===== config.mk =====
export PLATFORM = sky130hd
export DESIGN_NAME = attention_residual_add_flat
export DESIGN_NICKNAME = d
export VERILOG_FILES = /design/src/rtl/attention_residual_add_pkg.sv /design/src/rtl/attention_residual_add_if.sv /design/src/rtl/attention_residual_add_sync_fifo.sv /design/src/rtl/attention_residual_add.sv /design/src/flat_wrapper.sv
export SDC_FILE = /design/constraint.sdc
export NUM_CORES = 1
export LEC_CHECK = 0
export BUFFER_PORTS_ARGS = -buffer_cell sky130_fd_sc_hd__buf_2
export CORE_ASPECT_RATIO = 1.4
export CORE_MARGIN = 5
export CORE_UTILIZATION = 35
export DETAILED_ROUTE_END_ITERATION = 8
export GPL_TIMING_DRIVEN = 0
export PLACE_DENSITY = 0.47
export SLEW_MARGIN = 20
export SYNTH_ARGS = -nofsm -noshare
export SYNTH_HDL_FRONTEND = slang
export SYNTH_SLANG_ARGS = --single-unit

===== constraint.sdc =====
create_clock -name clk -period 12.6 [get_ports clk]
set_input_delay 0.63 -clock clk [delete_from_list [all_inputs] [get_ports clk]]
set_output_delay 0.63 -clock clk [all_outputs]
set_load 0.03 [all_outputs]

===== src/rtl/attention_residual_add_pkg.sv =====
// Shared sizing, Q8.8 saturation limits, FSM encoding and the saturating adder.
// Combinational helpers only; no timing or flow control here.
package attention_residual_add_pkg;

  localparam int unsigned SEQ_LEN   = 30;
  localparam int unsigned DATA_W    = 16;
  localparam int unsigned PTR_W     = 5;
  localparam int unsigned OUT_DEPTH = 4;

  localparam logic [PTR_W-1:0]  SEQ_END = PTR_W'(SEQ_LEN);
  localparam logic [DATA_W-1:0] SAT_MAX = 16'h7FFF;
  localparam logic [DATA_W-1:0] SAT_MIN = 16'h8000;

  localparam logic [1:0] ST_FILL    = 2'd0;
  localparam logic [1:0] ST_COMBINE = 2'd1;
  localparam logic [1:0] ST_DRAIN   = 2'd2;
  localparam logic [1:0] ST_DONE    = 2'd3;

  // Sign-extend by one bit; the two top bits differ exactly when the 16-bit result would wrap.
  function automatic logic [DATA_W-1:0] sat_add(input logic [DATA_W-1:0] a,
                                                input logic [DATA_W-1:0] b);
    logic [DATA_W:0] s;
    s = {a[DATA_W-1], a} + {b[DATA_W-1], b};
    if (s[DATA_W] != s[DATA_W-1]) return s[DATA_W] ? SAT_MIN : SAT_MAX;
    return s[DATA_W-1:0];
  endfunction

endpackage


===== src/rtl/attention_residual_add_if.sv =====
// Token/attention input streams and valid/ready sum output stream.
// Inputs carry no backpressure; only data_out honours data_out_ready.
interface attention_residual_add_if import attention_residual_add_pkg::*; ();

  logic [DATA_W-1:0] x_in;
  logic              x_in_valid;
  logic [DATA_W-1:0] attn_in;
  logic              attn_in_valid;
  logic [DATA_W-1:0] data_out;
  logic              data_out_valid;
  logic              data_out_ready;

  modport slave (
    input  x_in, x_in_valid, attn_in, attn_in_valid, data_out_ready,
    output data_out, data_out_valid
  );

  modport master (
    output x_in, x_in_valid, attn_in, attn_in_valid, data_out_ready,
    input  data_out, data_out_valid
  );

endinterface


===== src/rtl/attention_residual_add_sync_fifo.sv =====
// Small synchronous FIFO with synchronous clear; head is visible combinationally, 0 when empty.
// Push while full is accepted only when a pop happens in the same cycle.
module sync_fifo #(
  parameter int W     = 16,
  parameter int DEPTH = 4
) (
  input  logic         clk,
  input  logic         rst_n,
  input  logic         clr,
  input  logic         push,
  input  logic [W-1:0] push_dat,
  input  logic         pop,
  output logic [W-1:0] pop_dat,
  output logic         full,
  output logic         empty
);

  localparam int AW = $clog2(DEPTH);

  logic [AW-1:0] wr_q, wr_d, rd_q, rd_d;
  logic [AW:0]   cnt_q, cnt_d;
  logic [W-1:0]  mem_q [DEPTH];
  logic          do_push, do_pop;

  assign full    = (cnt_q == (AW+1)'(DEPTH));
  assign empty   = (cnt_q == '0);
  assign do_pop  = pop && !empty;
  assign do_push = push && (!full || do_pop);
  assign pop_dat = empty ? '0 : mem_q[rd_q];

  always_comb begin
    wr_d  = wr_q;
    rd_d  = rd_q;
    cnt_d = cnt_q;
    if (clr) begin
      wr_d  = '0;
      rd_d  = '0;
      cnt_d = '0;
    end else begin
      if (do_push) wr_d = wr_q + 1'b1;
      if (do_pop)  rd_d = rd_q + 1'b1;
      case ({do_push, do_pop})
        2'b10:   cnt_d = cnt_q + 1'b1;
        2'b01:   cnt_d = cnt_q - 1'b1;
        default: cnt_d = cnt_q;
      endcase
    end
  end

  always_ff @(posedge clk or negedge rst_n) begin
    if (!rst_n) begin
      wr_q  <= '0;
      rd_q  <= '0;
      cnt_q <= '0;
    end else begin
      wr_q  <= wr_d;
      rd_q  <= rd_d;
      cnt_q <= cnt_d;
    end
  end

  always_ff @(posedge clk) begin
    if (do_push && !clr) mem_q[wr_q] <= push_dat;
  end

endmodule


===== src/rtl/attention_residual_add.sv =====
// Pairs each attention result with its buffered residual token and streams the saturated sum.
// attn_in -> data_out_valid is 2 cycles; sums arriving at a full, non-draining FIFO are dropped.
module attention_residual_add import attention_residual_add_pkg::*; (
  input  logic                      clk,
  input  logic                      rst_n,
  input  logic                      frame_start,
  attention_residual_add_if.slave   bus,
  output logic                      frame_done,
  output logic                      err_underrun,
  output logic                      err_overflow
);

  logic [PTR_W-1:0]  wr_ptr_q, wr_ptr_d, rd_ptr_q, rd_ptr_d, out_cnt_q, out_cnt_d;
  logic [1:0]        state_q, state_d;
  logic [DATA_W-1:0] sum_q, sum_d;
  logic              sum_vld_q, sum_vld_d;
  logic              err_under_q, err_under_d, err_ovf_q, err_ovf_d;
  logic [DATA_W-1:0] res_buf [SEQ_LEN];

  logic active, wr_en, rd_req, rd_hit;
  logic fifo_full, fifo_empty, fifo_pop;

  assign active   = !frame_start && (state_q != ST_DONE);
  assign wr_en    = active && bus.x_in_valid && (wr_ptr_q < SEQ_END);
  assign rd_req   = active && bus.attn_in_valid && (rd_ptr_q < SEQ_END);
  // Compared against the registered write pointer, so a same-cycle write cannot satisfy the read.
  assign rd_hit   = rd_req && (rd_ptr_q < wr_ptr_q);
  assign fifo_pop = !fifo_empty && bus.data_out_ready;

  assign bus.data_out_valid = !fifo_empty;
  assign frame_done         = fifo_pop && (out_cnt_q == SEQ_END - 1'b1);
  assign err_underrun       = err_under_q;
  assign err_overflow       = err_ovf_q;

  always_comb begin
    wr_ptr_d    = wr_ptr_q;
    rd_ptr_d    = rd_ptr_q;
    out_cnt_d   = out_cnt_q;
    state_d     = state_q;
    sum_d       = sum_q;
    sum_vld_d   = 1'b0;
    err_under_d = err_under_q;
    err_ovf_d   = err_ovf_q;
    if (frame_start) begin
      wr_ptr_d    = '0;
      rd_ptr_d    = '0;
      out_cnt_d   = '0;
      state_d     = ST_FILL;
      err_under_d = 1'b0;
      err_ovf_d   = 1'b0;
    end else begin
      if (wr_en) wr_ptr_d = wr_ptr_q + 1'b1;
      if (rd_hit) begin
        rd_ptr_d  = rd_ptr_q + 1'b1;
        sum_d     = sat_add(bus.attn_in, res_buf[rd_ptr_q]);
        sum_vld_d = 1'b1;
      end
      if (rd_req && !rd_hit) err_under_d = 1'b1;
      if (sum_vld_q && fifo_full && !fifo_pop) err_ovf_d = 1'b1;
      if (fifo_pop) out_cnt_d = out_cnt_q + 1'b1;
      case (state_q)
        ST_FILL:    if (rd_hit) state_d = ST_COMBINE;
        ST_COMBINE: if (rd_ptr_q == SEQ_END) state_d = ST_DRAIN;
        ST_DRAIN:   if (out_cnt_q == SEQ_END) state_d = ST_DONE;
        default:    state_d = state_q;
      endcase
    end
  end

  always_ff @(posedge clk or negedge rst_n) begin
    if (!rst_n) begin
      wr_ptr_q    <= '0;
      rd_ptr_q    <= '0;
      out_cnt_q   <= '0;
      state_q     <= ST_FILL;
      sum_q       <= '0;
      sum_vld_q   <= 1'b0;
      err_under_q <= 1'b0;
      err_ovf_q   <= 1'b0;
    end else begin
      wr_ptr_q    <= wr_ptr_d;
      rd_ptr_q    <= rd_ptr_d;
      out_cnt_q   <= out_cnt_d;
      state_q     <= state_d;
      sum_q       <= sum_d;
      sum_vld_q   <= sum_vld_d;
      err_under_q <= err_under_d;
      err_ovf_q   <= err_ovf_d;
    end
  end

  always_ff @(posedge clk) begin
    if (wr_en) res_buf[wr_ptr_q] <= bus.x_in;
  end

  sync_fifo #(
    .W     (DATA_W),
    .DEPTH (OUT_DEPTH)
  ) u_out_fifo (
    .clk      (clk),
    .rst_n    (rst_n),
    .clr      (frame_start),
    .push     (sum_vld_q),
    .push_dat (sum_q),
    .pop      (fifo_pop),
    .pop_dat  (bus.data_out),
    .full     (fifo_full),
    .empty    (fifo_empty)
  );

endmodule


===== src/flat_wrapper.sv =====
// flat-port wrapper written by rule: the top's interface ports become plain ports
module attention_residual_add_flat import attention_residual_add_pkg::*;
  (clk, rst_n, frame_start, frame_done, err_underrun, err_overflow, bus_x_in, bus_x_in_valid, bus_attn_in, bus_attn_in_valid, bus_data_out_ready, bus_data_out, bus_data_out_valid);
  attention_residual_add_if bus_i ();
  input  logic clk;
  input  logic rst_n;
  input  logic frame_start;
  output logic frame_done;
  output logic err_underrun;
  output logic err_overflow;
  input wire logic [$bits(bus_i.x_in)-1:0] bus_x_in;
  input wire logic [$bits(bus_i.x_in_valid)-1:0] bus_x_in_valid;
  input wire logic [$bits(bus_i.attn_in)-1:0] bus_attn_in;
  input wire logic [$bits(bus_i.attn_in_valid)-1:0] bus_attn_in_valid;
  input wire logic [$bits(bus_i.data_out_ready)-1:0] bus_data_out_ready;
  output wire logic [$bits(bus_i.data_out)-1:0] bus_data_out;
  output wire logic [$bits(bus_i.data_out_valid)-1:0] bus_data_out_valid;
  assign bus_i.x_in = bus_x_in;
  assign bus_i.x_in_valid = bus_x_in_valid;
  assign bus_i.attn_in = bus_attn_in;
  assign bus_i.attn_in_valid = bus_attn_in_valid;
  assign bus_i.data_out_ready = bus_data_out_ready;
  assign bus_data_out = bus_i.data_out;
  assign bus_data_out_valid = bus_i.data_out_valid;
  attention_residual_add u_core (.clk(clk), .rst_n(rst_n), .frame_start(frame_start), .bus(bus_i), .frame_done(frame_done), .err_underrun(err_underrun), .err_overflow(err_overflow));
endmodule

==> metrics, run 1 <==
Main synth FF type=edfxtp_1; share of the synthesized area in the top cell type=0.6816; Post-CTS Setup Inserts=0; synth top area cells=edfxtp_1 (68%), mux4_2 (15%), dfrtp_1 (4.5%); post_cts resized=0; Final nets=1397; Final Skew=0.01910 ns; Critical R2R Capture=u_core.sum_q[10]$_DFFE_PN0P_; worst setup path class=flop to flop; fraction of registers with async set/reset=0.07325; Cell Pwr Density=162.3 mW/mm^2; Num CTS Buffers=58; io pins=58; clk sinks=587; Post-synth EDFFs=544; multi-input combinational cell area=0.006391 mm^2; period utilisation layout=0.4616; largest net degree at the start of global routing=44; Initial Utilization=0.3531; DR vias=11725; CORE AREA=0.06787 mm^2; RSZ-0062 raised after global routing=false; setup TNS=0 ns; routed len/inst=28.35 um; worst-case vdd ir drop=107.7 uV; Fillers=6057; Worst setup EP type=flop; Via density=5.251; slowest stage cell, crit path=clkbuf_1; Reg clk slew, reported paths=0.06 ns; actual slew at the worst max-slew pin=1.091 ns; Die Ht=319.6 um; final wirelength=63320 um; Global Route met3 Usage=0.02831; Worst-Skew Late Latency=0.62 ns; grt met1 use=0.2064; slowest stage delay, CP=0.81 ns; H-tree depth=2; Synth area leader=edfxtp_1; most frequent cells in the layout=edfxtp_1 (544), mux4_2 (160), buf_2 (68); syn nets=1272; setup violators final=0; r2r startpoint=u_core.rd_ptr_q[1]$_DFFE_PN0P_; Netlist cell types=57; met2 global-route usage=0.3138; gr ovfl total=0; IO Port Bufs=57; final RePlAce weighted congestion=0.7901; Initial DRT Pass Iterations=5; GR Util All Layers=0.1714; Most common cell on crit path=clkbuf_1; critical path, cell by cell=clkbuf_1 > buf_2 > clkbuf_1 > mux4_2 > mux4_2 > mux2_2 > ha_1 > clkbuf_1 > a21oi_1 > o21ai_1 > a211o_1 > o311ai_1 > buf_2 > o211ai_1; synthesized instance count=1195; Seq cells post-synth=587; most common cell after layout, fill and taps aside=edfxtp_1; DIE WIDTH=231.2 um; Warnings, synthesis=0; GRT Max-Usage Layer=met2; hold_buf cts=0; initial DRC count=821; drt drc=0; HP Class=input pin to asynchronous set/reset pin; CTS tree=done; fin. max-slew vios=0; number of global-route vias before repair=12419; status=complete, no violations; max_cap viols=0; Tmin final=5.816 ns; Hold WS=0.009624 ns; Rows=113; layout cells sized above 1=0.2834; worst reg-to-reg path cell count=14; startpoint types=flop; Slew headroom=0.2726; Req. time, crit path=13.07 ns; first-pass GRT wire length=90940 um; FMAX=171.9 MHz; die area=0.07388 mm^2; fin util=0.4048; area taken by flip-flops and latches=0.01741 mm^2; Final ANT Viol Nets=0; clk root buf=clkbuf_16; synthesized area per cell=20.05 um^2; Final Hold Viols=0; Final HPWL DP=42900 um; sequential share of the synthesized area=0.7265; mapped cell area=0.02397 mm^2; Worst Path Arrival=6.29 ns; Clock Path Buffers=3; Leak=8.690 nW; antenna violations before repair=6; internal reg-to-reg setup slack=6.78 ns; Max FO, Critical Path=10; Area Growth Syn to Fin=14.64%
Yosys cell counts, types with 2 or more instances:
library cell and n:
nor2_1 66, buf_6 8, fa_1 2, a21o_1 2, o21ai_0 11, xnor2_1 13, o211ai_1 18, mux4_2 160
clkbuf_1 34, nand3b_1 2, xor2_1 11, nor3_1 6, mux2i_1 4, nand2b_1 9, o31ai_1 2, buf_1 3
dfrtp_1 43, or3_1 5, a211oi_2 2, and2_1 22, inv_1 19, buf_2 12, a21oi_1 27, nand4_1 11
nand2_1 37, a31oi_1 2, nand3_1 14, a21boi_0 2, and3_1 4, ha_1 37, edfxtp_1 544, o21ai_1 3
nor2b_1 2, a211oi_1 3, mux2_2 32, o21a_1 2
report_power, final:
part | total [mW] | leakage, nW | internal (mW) | switching [mW]
sequential | 2.25 | 5.46 | 2.20 | 0.0458
clock | 1.66 | 0.867 | 0.924 | 0.740
combinational | 0.546 | 2.36 | 0.221 | 0.325
total | 4.46 | 8.69 | 3.35 | 1.11
state kept, by name, indices dropped and copies added, names as in the netlist, 2 cells and up:
register and flops:
u_core.sum_q 16, u_core.state_q 2, u_core.u_out_fifo.rd_q 2, u_core.res_buf 480, u_core.out_cnt_q 5, u_core.u_out_fifo.mem_q 64, u_core.wr_ptr_q 5, u_core.u_out_fifo.cnt_q 3
u_core.rd_ptr_q 5, u_core.u_out_fifo.wr_q 2
worst max-delay path, delay by kind of cell (launching register included):
family                     cells  cell delay [ns]
buffers and inverters          5             2.12
AOI/OAI and AO/OA              5             1.55
adders and majority gates      1             0.27
muxes                          3             1.27
DFF                            1             0.43
routing by layer:
layer	share of wire	routed length [um]
met4	0.032	2044
met5	0.00043	27
met2	0.54	34160
met1	0.39	24380
met3	0.043	2709
cell families after synthesis:
kind of cell	synth area share
adders and majority gates	0.02099
and+or+nand+nor	0.03801
xor gates and xnor gates	0.008771
DFF	0.7265
AOI/OAI and AO/OA	0.02328
buffers and inverters	0.01535
muxes	0.1671
stage by stage:
step / instances / worst slack, ns / cell area (um^2) / total power, mW
final: 2233 / 6.784 / 27470 / 4.459
after global routing: 2231 / 6.419 / 27470 / 4.642
after CTS: 2231 / 6.593 / 27470 / 4.527
after detailed placement: 2122 / 6.610 / 25670 / 2.857
after global placement: 2114 / 6.640 / 25330 / 2.846
after floorplan: 1195 / 8.463 / 23970 / 2.655
cell type report:
| cell class | instances | share of cell area |
|---|---|---|
| antenna | 2 | 0.0001822 |
| tap | 862 | 0.03926 |
| clock inverter | 30 | 0.008744 |
| multi-input combinational | 531 | 0.2326 |
| sequential | 587 | 0.6338 |
| inverter | 19 | 0.002596 |
| clock buffer | 79 | 0.05647 |
| buffer | 58 | 0.01079 |
| timing repair buffer | 65 | 0.01558 |
worst max-delay path by stage:
| stage | slack (ns) | startpoint | cells past startpoint | endpoint |
|---|---|---|---|---|
| after floorplan | 8.46 | u_core.rd_ptr_q[1]$_DFFE_PN0P_ | 15 | u_core.sum_q[4]$_DFFE_PN0P_ |
| after global placement | 6.64 | u_core.rd_ptr_q[1]$_DFFE_PN0P_ | 14 | u_core.sum_q[13]$_DFFE_PN0P_ |
| after detailed placement | 6.61 | u_core.rd_ptr_q[1]$_DFFE_PN0P_ | 14 | u_core.sum_q[10]$_DFFE_PN0P_ |
| after CTS | 6.59 | u_core.rd_ptr_q[1]$_DFFE_PN0P_ | 14 | u_core.sum_q[10]$_DFFE_PN0P_ |
| after global routing | 6.42 | u_core.rd_ptr_q[1]$_DFFE_PN0P_ | 14 | u_core.sum_q[8]$_DFFE_PN0P_ |
| final | 6.78 | u_core.rd_ptr_q[1]$_DFFE_PN0P_ | 14 | u_core.sum_q[10]$_DFFE_PN0P_ |
(Power assumes the default switching activity.)
==> run 2: changes to the inputs <==
==> constraint.sdc (replaced) <==
create_clock -name clk -period 5.85 [get_ports clk]
set_input_delay 0.2925 -clock clk [delete_from_list [all_inputs] [get_ports clk]]
set_output_delay 0.2925 -clock clk [all_outputs]
set_load 0.03 [all_outputs]
==> run 2 against run 1 <==
Critical path depth stayed put. Worst setup slack worse by 6.5 ns. Register-to-register slack worse by 6.5 ns. First-iteration DRC count is 1.7% higher.
==> metrics, run 2 (same netlist as run 1, synthesis figures left out) <==
status=complete, no violations; most frequent cells in the layout=edfxtp_1 (544), mux4_2 (160), buf_2 (68); Flop pwr share=0.504 (about the same); clk root buf=clkbuf_16; Sw Pwr=2.398 mW (+120%); slowest stage cell, crit path=clkbuf_1; Worst setup EP type=flop; Hold WS=0.04235 ns (+0.03272 ns); routed len/inst=28.36 um (about the same); largest net degree at the start of global routing=44 (unchanged); Final Skew=0.01793 ns (-0.001166 ns); Largest regs=u_core.res_buf: 480 flops, u_core.u_out_fifo.mem_q: 64 flops, u_core.sum_q: 16 flops; drt drc=0 (unchanged); Final WS setup=0.2757 ns (-6.509 ns); Worst Path Arrival=6.09 ns (-0.20 ns); Num CTS Buffers=58 (unchanged); GR Util All Layers=0.1714 (unchanged); Post-CTS Setup Inserts=0 (unchanged); worst slack, placed=-0.1401 ns (-6.750 ns); fin. max-slew vios=0 (unchanged); Max FO, Critical Path=10 (unchanged); IO Port Bufs=57 (unchanged); layout cells sized above 1=0.2867 (+0.003234); Final Hold Viols=0 (unchanged); Comb pwr share=0.123 (about the same); Leak=8.712 nW (+0.26%); Initial Utilization=0.3531 (unchanged); CP bufs+invs=4 (-1); initial DRC count=835 (+1.7%); dpl cell area=0.02567 mm^2 (unchanged); FMAX=179.4 MHz (+4.3%); Clock Path Buffers=3 (unchanged); clk sinks=587 (unchanged); fin area=0.02751 mm^2 (+0.12%); Switching Fraction=0.2496 (+0.0003658); setup violators final=0 (unchanged); startpoint types=flop; worst-case vdd ir drop=231.3 uV (+110%); Rows=113 (unchanged); io pins=58 (unchanged); Reg clk slew, reported paths=0.06 ns (about the same); max reg flops=480 (unchanged); Slew headroom=0.2561 (-0.01647); Final Total Pwr=9.610 mW (+120%); non-filler cells, final=2235 (+0.090%); RSZ-0062 raised after global routing=false; CORE AREA=0.06787 mm^2 (unchanged); actual slew at the worst max-slew pin=1.116 ns (+0.02471 ns); gr ovfl total=0 (unchanged); HP Class=input pin to flop; Top Family by Delay on Critical Path=buffers and inverters; power share of the clock group=0.373 (about the same); final wirelength=63380 um (+0.11%); Pint=7.212 mW (+120%); Tmin final=5.574 ns (-0.2414 ns); Req. time, crit path=6.37 ns (-6.70 ns); dpl cells=2122 (unchanged); CTS tree=done; Initial DRT Pass Iterations=5 (unchanged); max_cap viols=0 (unchanged); antenna violations before repair=6 (unchanged); worst setup path class=flop to flop; die area=0.07388 mm^2 (unchanged); Worst-Skew Late Latency=0.62 ns (about the same); Final ANT Viol Nets=0 (unchanged); Reg with most FFs=u_core.res_buf; slowest stage delay, CP=0.66 ns (-0.15 ns); most common cell after layout, fill and taps aside=edfxtp_1; area taken by flip-flops and latches=0.01741 mm^2 (unchanged); number of global-route vias before repair=12428 (+0.072%); Final nets=1399 (+0.14%); Die Ht=319.6 um (unchanged); Area Growth Syn to Fin=14.78%; Via density=5.249 (about the same); critical path, cell by cell=clkbuf_1 > buf_2 > clkbuf_1 > mux4_2 > mux4_2 > mux2_2 > ha_1 > nor3_1 > nor4_2 > o2111ai_1 > a211oi_2 > nand3_1 > buf_2 > o211ai_1; multi-input combinational cell area=0.006399 mm^2 (+0.12%); Cell Pwr Density=349.4 mW/mm^2 (+120%); Fillers=6050 (-0.12%); setup TNS=0 ns (unchanged); Final HPWL DP=42900 um (unchanged); period utilisation layout=0.9529 (+0.4913); final RePlAce weighted congestion=0.7901 (unchanged); H-tree depth=2 (unchanged); first-pass GRT wire length=90940 um (unchanged); DR vias=11731 (+0.051%); fin util=0.4053 (+0.0004800); DIE WIDTH=231.2 um (unchanged)
-- run 2: cell types whose count changed in the layout (fill, tap and decap cells not counted) --
cell	change
clkbuf_1	-4
clkbuf_2	+4
dlygate4sd3_1	+2
o311ai_1	-1
o311ai_2	+1
-- run 2: layout make-up --
| cell class | instances | area share |
|---|---|---|
| timing repair buffer | 67 | 0.01628 |
| multi-input combinational | 531 | 0.2326 |
| buffer | 58 | 0.01096 |
| inverter | 19 | 0.002593 |
| antenna | 2 | 0.0001820 |
| clock inverter | 30 | 0.008734 |
| clock buffer | 79 | 0.05640 |
| tap | 862 | 0.03921 |
| sequential | 587 | 0.6330 |
-- run 2: power by group through the flow --
| stage | clock (mW) | sequential (mW) | combinational (mW) |
|---|---|---|---|
| floorplan | 0 | 4.90 | 0.818 |
| global route | 3.85 | 4.86 | 1.29 |
| detailed placement | 0 | 4.94 | 1.21 |
| finish | 3.58 | 4.84 | 1.18 |
| global placement | 0 | 4.93 | 1.20 |
| CTS | 3.68 | 4.85 | 1.22 |
-- run 2: path summary, 6_finish.rpt --
path / cells after the start / end / from / slack [ns]
setup reg to reg: 14 / u_core.sum_q[10]$_DFFE_PN0P_ / u_core.rd_ptr_q[1]$_DFFE_PN0P_ / 0.28
max in group asynchronous: 2 / u_core.sum_q[0]$_DFFE_PN0P_ / rst_n / 5.22
hold reg to reg: 2 / u_core.err_overflow$_DFFE_PN0P_ / u_core.err_overflow$_DFFE_PN0P_ / 0.50
setup / recovery: 14 / u_core.sum_q[10]$_DFFE_PN0P_ / u_core.rd_ptr_q[1]$_DFFE_PN0P_ / 0.28
min in group asynchronous: 2 / u_core.state_q[0]$_DFFE_PN0P_ / rst_n / 0.22
hold / removal: 4 / u_core.err_overflow$_DFFE_PN0P_ / bus_data_out_ready / 0.04
-- run 2: metal layers --
metal,track usage,wire [um]
met5,0,27
met4,0.05484,2072
met3,0.02831,2821
met2,0.3138,34090
met1,0.2064,24380
-- run 2: worst reg2reg max path: stages (launching register included) --
cell	delay, ns
dfrtp_1	0.44
clkbuf_1	0.33
buf_2	0.39
clkbuf_1	0.67
mux4_2	0.43
mux4_2	0.56
mux2_2	0.34
ha_1	0.41
nor3_1	0.10
nor4_2	0.40
o2111ai_1	0.36
a211oi_2	0.40
nand3_1	0.27
buf_2	0.28
o211ai_1	0.11
-- run 2: timing repair --
action | 4_1_cts | 5_1_grt
setup endpoints to repair | 10 | 0
endpoints found under the hold margin | 44 | 0
gates resized for setup | 5 | 0
hold buffers | 2 | 0
==> run 3: changes to the inputs <==
--- a/config.mk
+++ b/config.mk
@@ -6,11 +6,10 @@
 export NUM_CORES = 1
 export LEC_CHECK = 0
 export BUFFER_PORTS_ARGS = -buffer_cell sky130_fd_sc_hd__buf_2
-export CORE_ASPECT_RATIO = 1.4
+export CORE_ASPECT_RATIO = 1.5
 export CORE_MARGIN = 5
 export CORE_UTILIZATION = 35
 export DETAILED_ROUTE_END_ITERATION = 8
-export GPL_TIMING_DRIVEN = 0
 export PLACE_DENSITY = 0.47
 export SLEW_MARGIN = 20
 export SYNTH_ARGS = -nofsm -noshare
==> constraint.sdc (replaced) <==
create_clock -name clk -period 5.85 [get_ports clk]
set_input_delay 0.8775 -clock clk [delete_from_list [all_inputs] [get_ports clk]]
set_output_delay 0.8775 -clock clk [all_outputs]
set_load 0.03 [all_outputs]
==> run 3 against run 2 <==
Critical path depth shrank 3. Worst setup slack gained 0.78 ns. Cell count shrank 0.27%. Largest power group unchanged.
==> metrics, run 3 (same netlist as run 1, synthesis figures left out) <==
antenna violations before repair=3 (-3); io pins=58 (unchanged); Post-CTS Setup Inserts=0 (unchanged); Worst-Skew Late Latency=0.60 ns (-0.02 ns); slowest stage delay, CP=0.70 ns (+0.04 ns); Worst Path Arrival=5.30 ns (-0.79 ns); Slew headroom=0.2685 (+0.01231); Die Ht=330.5 um (+3.4%); Final HPWL DP=37710 um (-12%); most frequent cells in the layout=edfxtp_1 (544), mux4_2 (160), clkbuf_16 (57), buf_2 (57), dfrtp_1 (39); Reg clk slew, reported paths=0.07 ns (about the same); CTS tree=done; Final nets=1370 (-2.1%); worst slack, placed=1.011 ns (+1.151 ns); r2r startpoint=u_core.rd_ptr_q[0]$_DFFE_PN0P_; GR Util All Layers=0.1673 (-0.004034); internal reg-to-reg setup slack=1.06 ns (+0.78 ns); worst setup path class=flop to flop; Rows=117 (+3.5%); worst-case vdd ir drop=234.8 uV (+1.5%); Reg with most FFs=u_core.res_buf; Num CTS Buffers=55 (-5.2%); max reg flops=480 (unchanged); Area Growth Syn to Fin=13.82%; setup TNS=0 ns (unchanged); routed len/inst=27.86 um (-1.8%); Clock Path Buffers=3 (unchanged); fin area=0.02728 mm^2 (-0.83%); period utilisation layout=0.8196 (-0.1333); first-pass GRT wire length=88900 um (-2.2%); status=complete, no violations; most common cell after layout, fill and taps aside=edfxtp_1; FMAX=208.6 MHz (+16%); Initial Utilization=0.3528 (about the same); worst reg-to-reg path cell count=11 (-3); Final ANT Viol Nets=0 (unchanged); drt drc=0 (unchanged); post_cts resized=0 (-5); Top Family by Delay on Critical Path=multiplexers; Final Hold Viols=0 (unchanged); max_cap viols=0 (unchanged); initial DRC count=1058 (+27%); Final Total Pwr=9.408 mW (-2.1%); dpl cell area=0.02558 mm^2 (-0.36%); H-tree depth=2 (unchanged); Max FO, Critical Path=29 (+19); Initial DRT Pass Iterations=4 (-1); actual slew at the worst max-slew pin=1.095 ns (-0.02107 ns); Leak=8.658 nW (-0.63%); clk root buf=clkbuf_16; Req. time, crit path=6.35 ns (-0.02 ns); fin. max-slew vios=0 (unchanged); final wirelength=62090 um (-2.0%); final RePlAce weighted congestion=0.7781 (-1.5%); RSZ-0062 raised after global routing=false; DR vias=11694 (-0.32%); Most common cell on crit path=mux4_2; Worst setup EP type=flop; IO Port Bufs=57 (unchanged); Final Skew=0.01809 ns (+0.0001516 ns); Cell Pwr Density=344.9 mW/mm^2 (-1.3%); CORE AREA=0.06793 mm^2 (about the same); Hold WS=0.3623 ns (+0.3199 ns); startpoint types=flop; clk sinks=587 (unchanged); Final WS setup=1.055 ns (+0.7796 ns); HP Class=input pin to asynchronous set/reset pin; Largest regs=u_core.res_buf: 480 flops, u_core.u_out_fifo.mem_q: 64 flops, u_core.sum_q: 16 flops; slowest stage cell, crit path=dfrtp_4; layout cells sized above 1=0.3026 (+0.01597); DIE WIDTH=223.7 um (-3.2%); CP bufs+invs=2 (-2); Via density=5.246 (about the same); die area=0.07391 mm^2 (about the same); Tmin final=4.795 ns (-0.7796 ns); Critical R2R Capture=u_core.sum_q[1]$_DFFE_PN0P_; hold_buf cts=0 (-2); largest net degree at the start of global routing=44 (unchanged); setup violators final=0 (unchanged); gr ovfl total=0 (unchanged); critical path, cell by cell=buf_12 > mux4_2 > mux4_2 > mux2_2 > ha_1 > inv_1 > nor4_2 > o2111ai_1 > a211oi_2 > nand3_1 > o211ai_1; number of global-route vias before repair=12268 (-1.3%)
[run 3: final cells by class]
| cell class | instances | area, um^2 |
|---|---|---|
| fill | 6101 | 40650 |
| sequential | 587 | 17420 |
| multi-input combinational | 531 | 6311 |
| clock buffer | 70 | 1475 |
| tap | 892 | 1116 |
| timing repair buffer | 99 | 663.1 |
| clock inverter | 29 | 215.2 |
| inverter | 19 | 71.32 |
| antenna | 2 | 5.005 |
[run 3: report_power, final]
group / internal, mW / switching [mW]
registers: 4.74 / 0.124
clock network: 1.91 / 1.54
logic: 0.469 / 0.626
total: 7.12 / 2.29
[run 3: worst max-delay path by stage]
| stage | slack (ns) | startpoint | end | cells after the start |
|---|---|---|---|---|
| floorplan | 1.71 | u_core.rd_ptr_q[1]$_DFFE_PN0P_ | u_core.sum_q[4]$_DFFE_PN0P_ | 15 |
| global placement | 1.07 | u_core.rd_ptr_q[0]$_DFFE_PN0P_ | u_core.sum_q[0]$_DFFE_PN0P_ | 11 |
| detailed placement | 1.01 | u_core.rd_ptr_q[0]$_DFFE_PN0P_ | u_core.sum_q[0]$_DFFE_PN0P_ | 11 |
| CTS | 0.98 | u_core.rd_ptr_q[0]$_DFFE_PN0P_ | u_core.sum_q[0]$_DFFE_PN0P_ | 11 |
| global route | 0.69 | u_core.rd_ptr_q[0]$_DFFE_PN0P_ | u_core.sum_q[1]$_DFFE_PN0P_ | 11 |
| finish | 1.06 | u_core.rd_ptr_q[0]$_DFFE_PN0P_ | u_core.sum_q[1]$_DFFE_PN0P_ | 11 |
[run 3: metrics by stage]
stage                     utilization  instances
after floorplan                     -       1195
after global placement         0.3766       2128
after detailed placement       0.3766       2128
after CTS                      0.4015       2227
after global routing           0.4015       2227
final                          0.4016       2229
[run 3: worst register-to-register path, cell delays in order (launching register included)]
cell and delay [ns]:
dfrtp_4 0.70, buf_12 0.31, mux4_2 0.58, mux4_2 0.52
mux2_2 0.33, ha_1 0.39, inv_1 0.11, nor4_2 0.44
o2111ai_1 0.27, a211oi_2 0.33, nand3_1 0.45, o211ai_1 0.26
[run 3: per-layer routing]
layer  global-route usage  vias to the layer above  share of wire
met5                    0                        -              0
met4              0.04424                        0          0.025
met3              0.02456                       85          0.038
met2               0.3149                      260           0.55
met1               0.2005                     6267           0.39
li1                     -                     5082              -
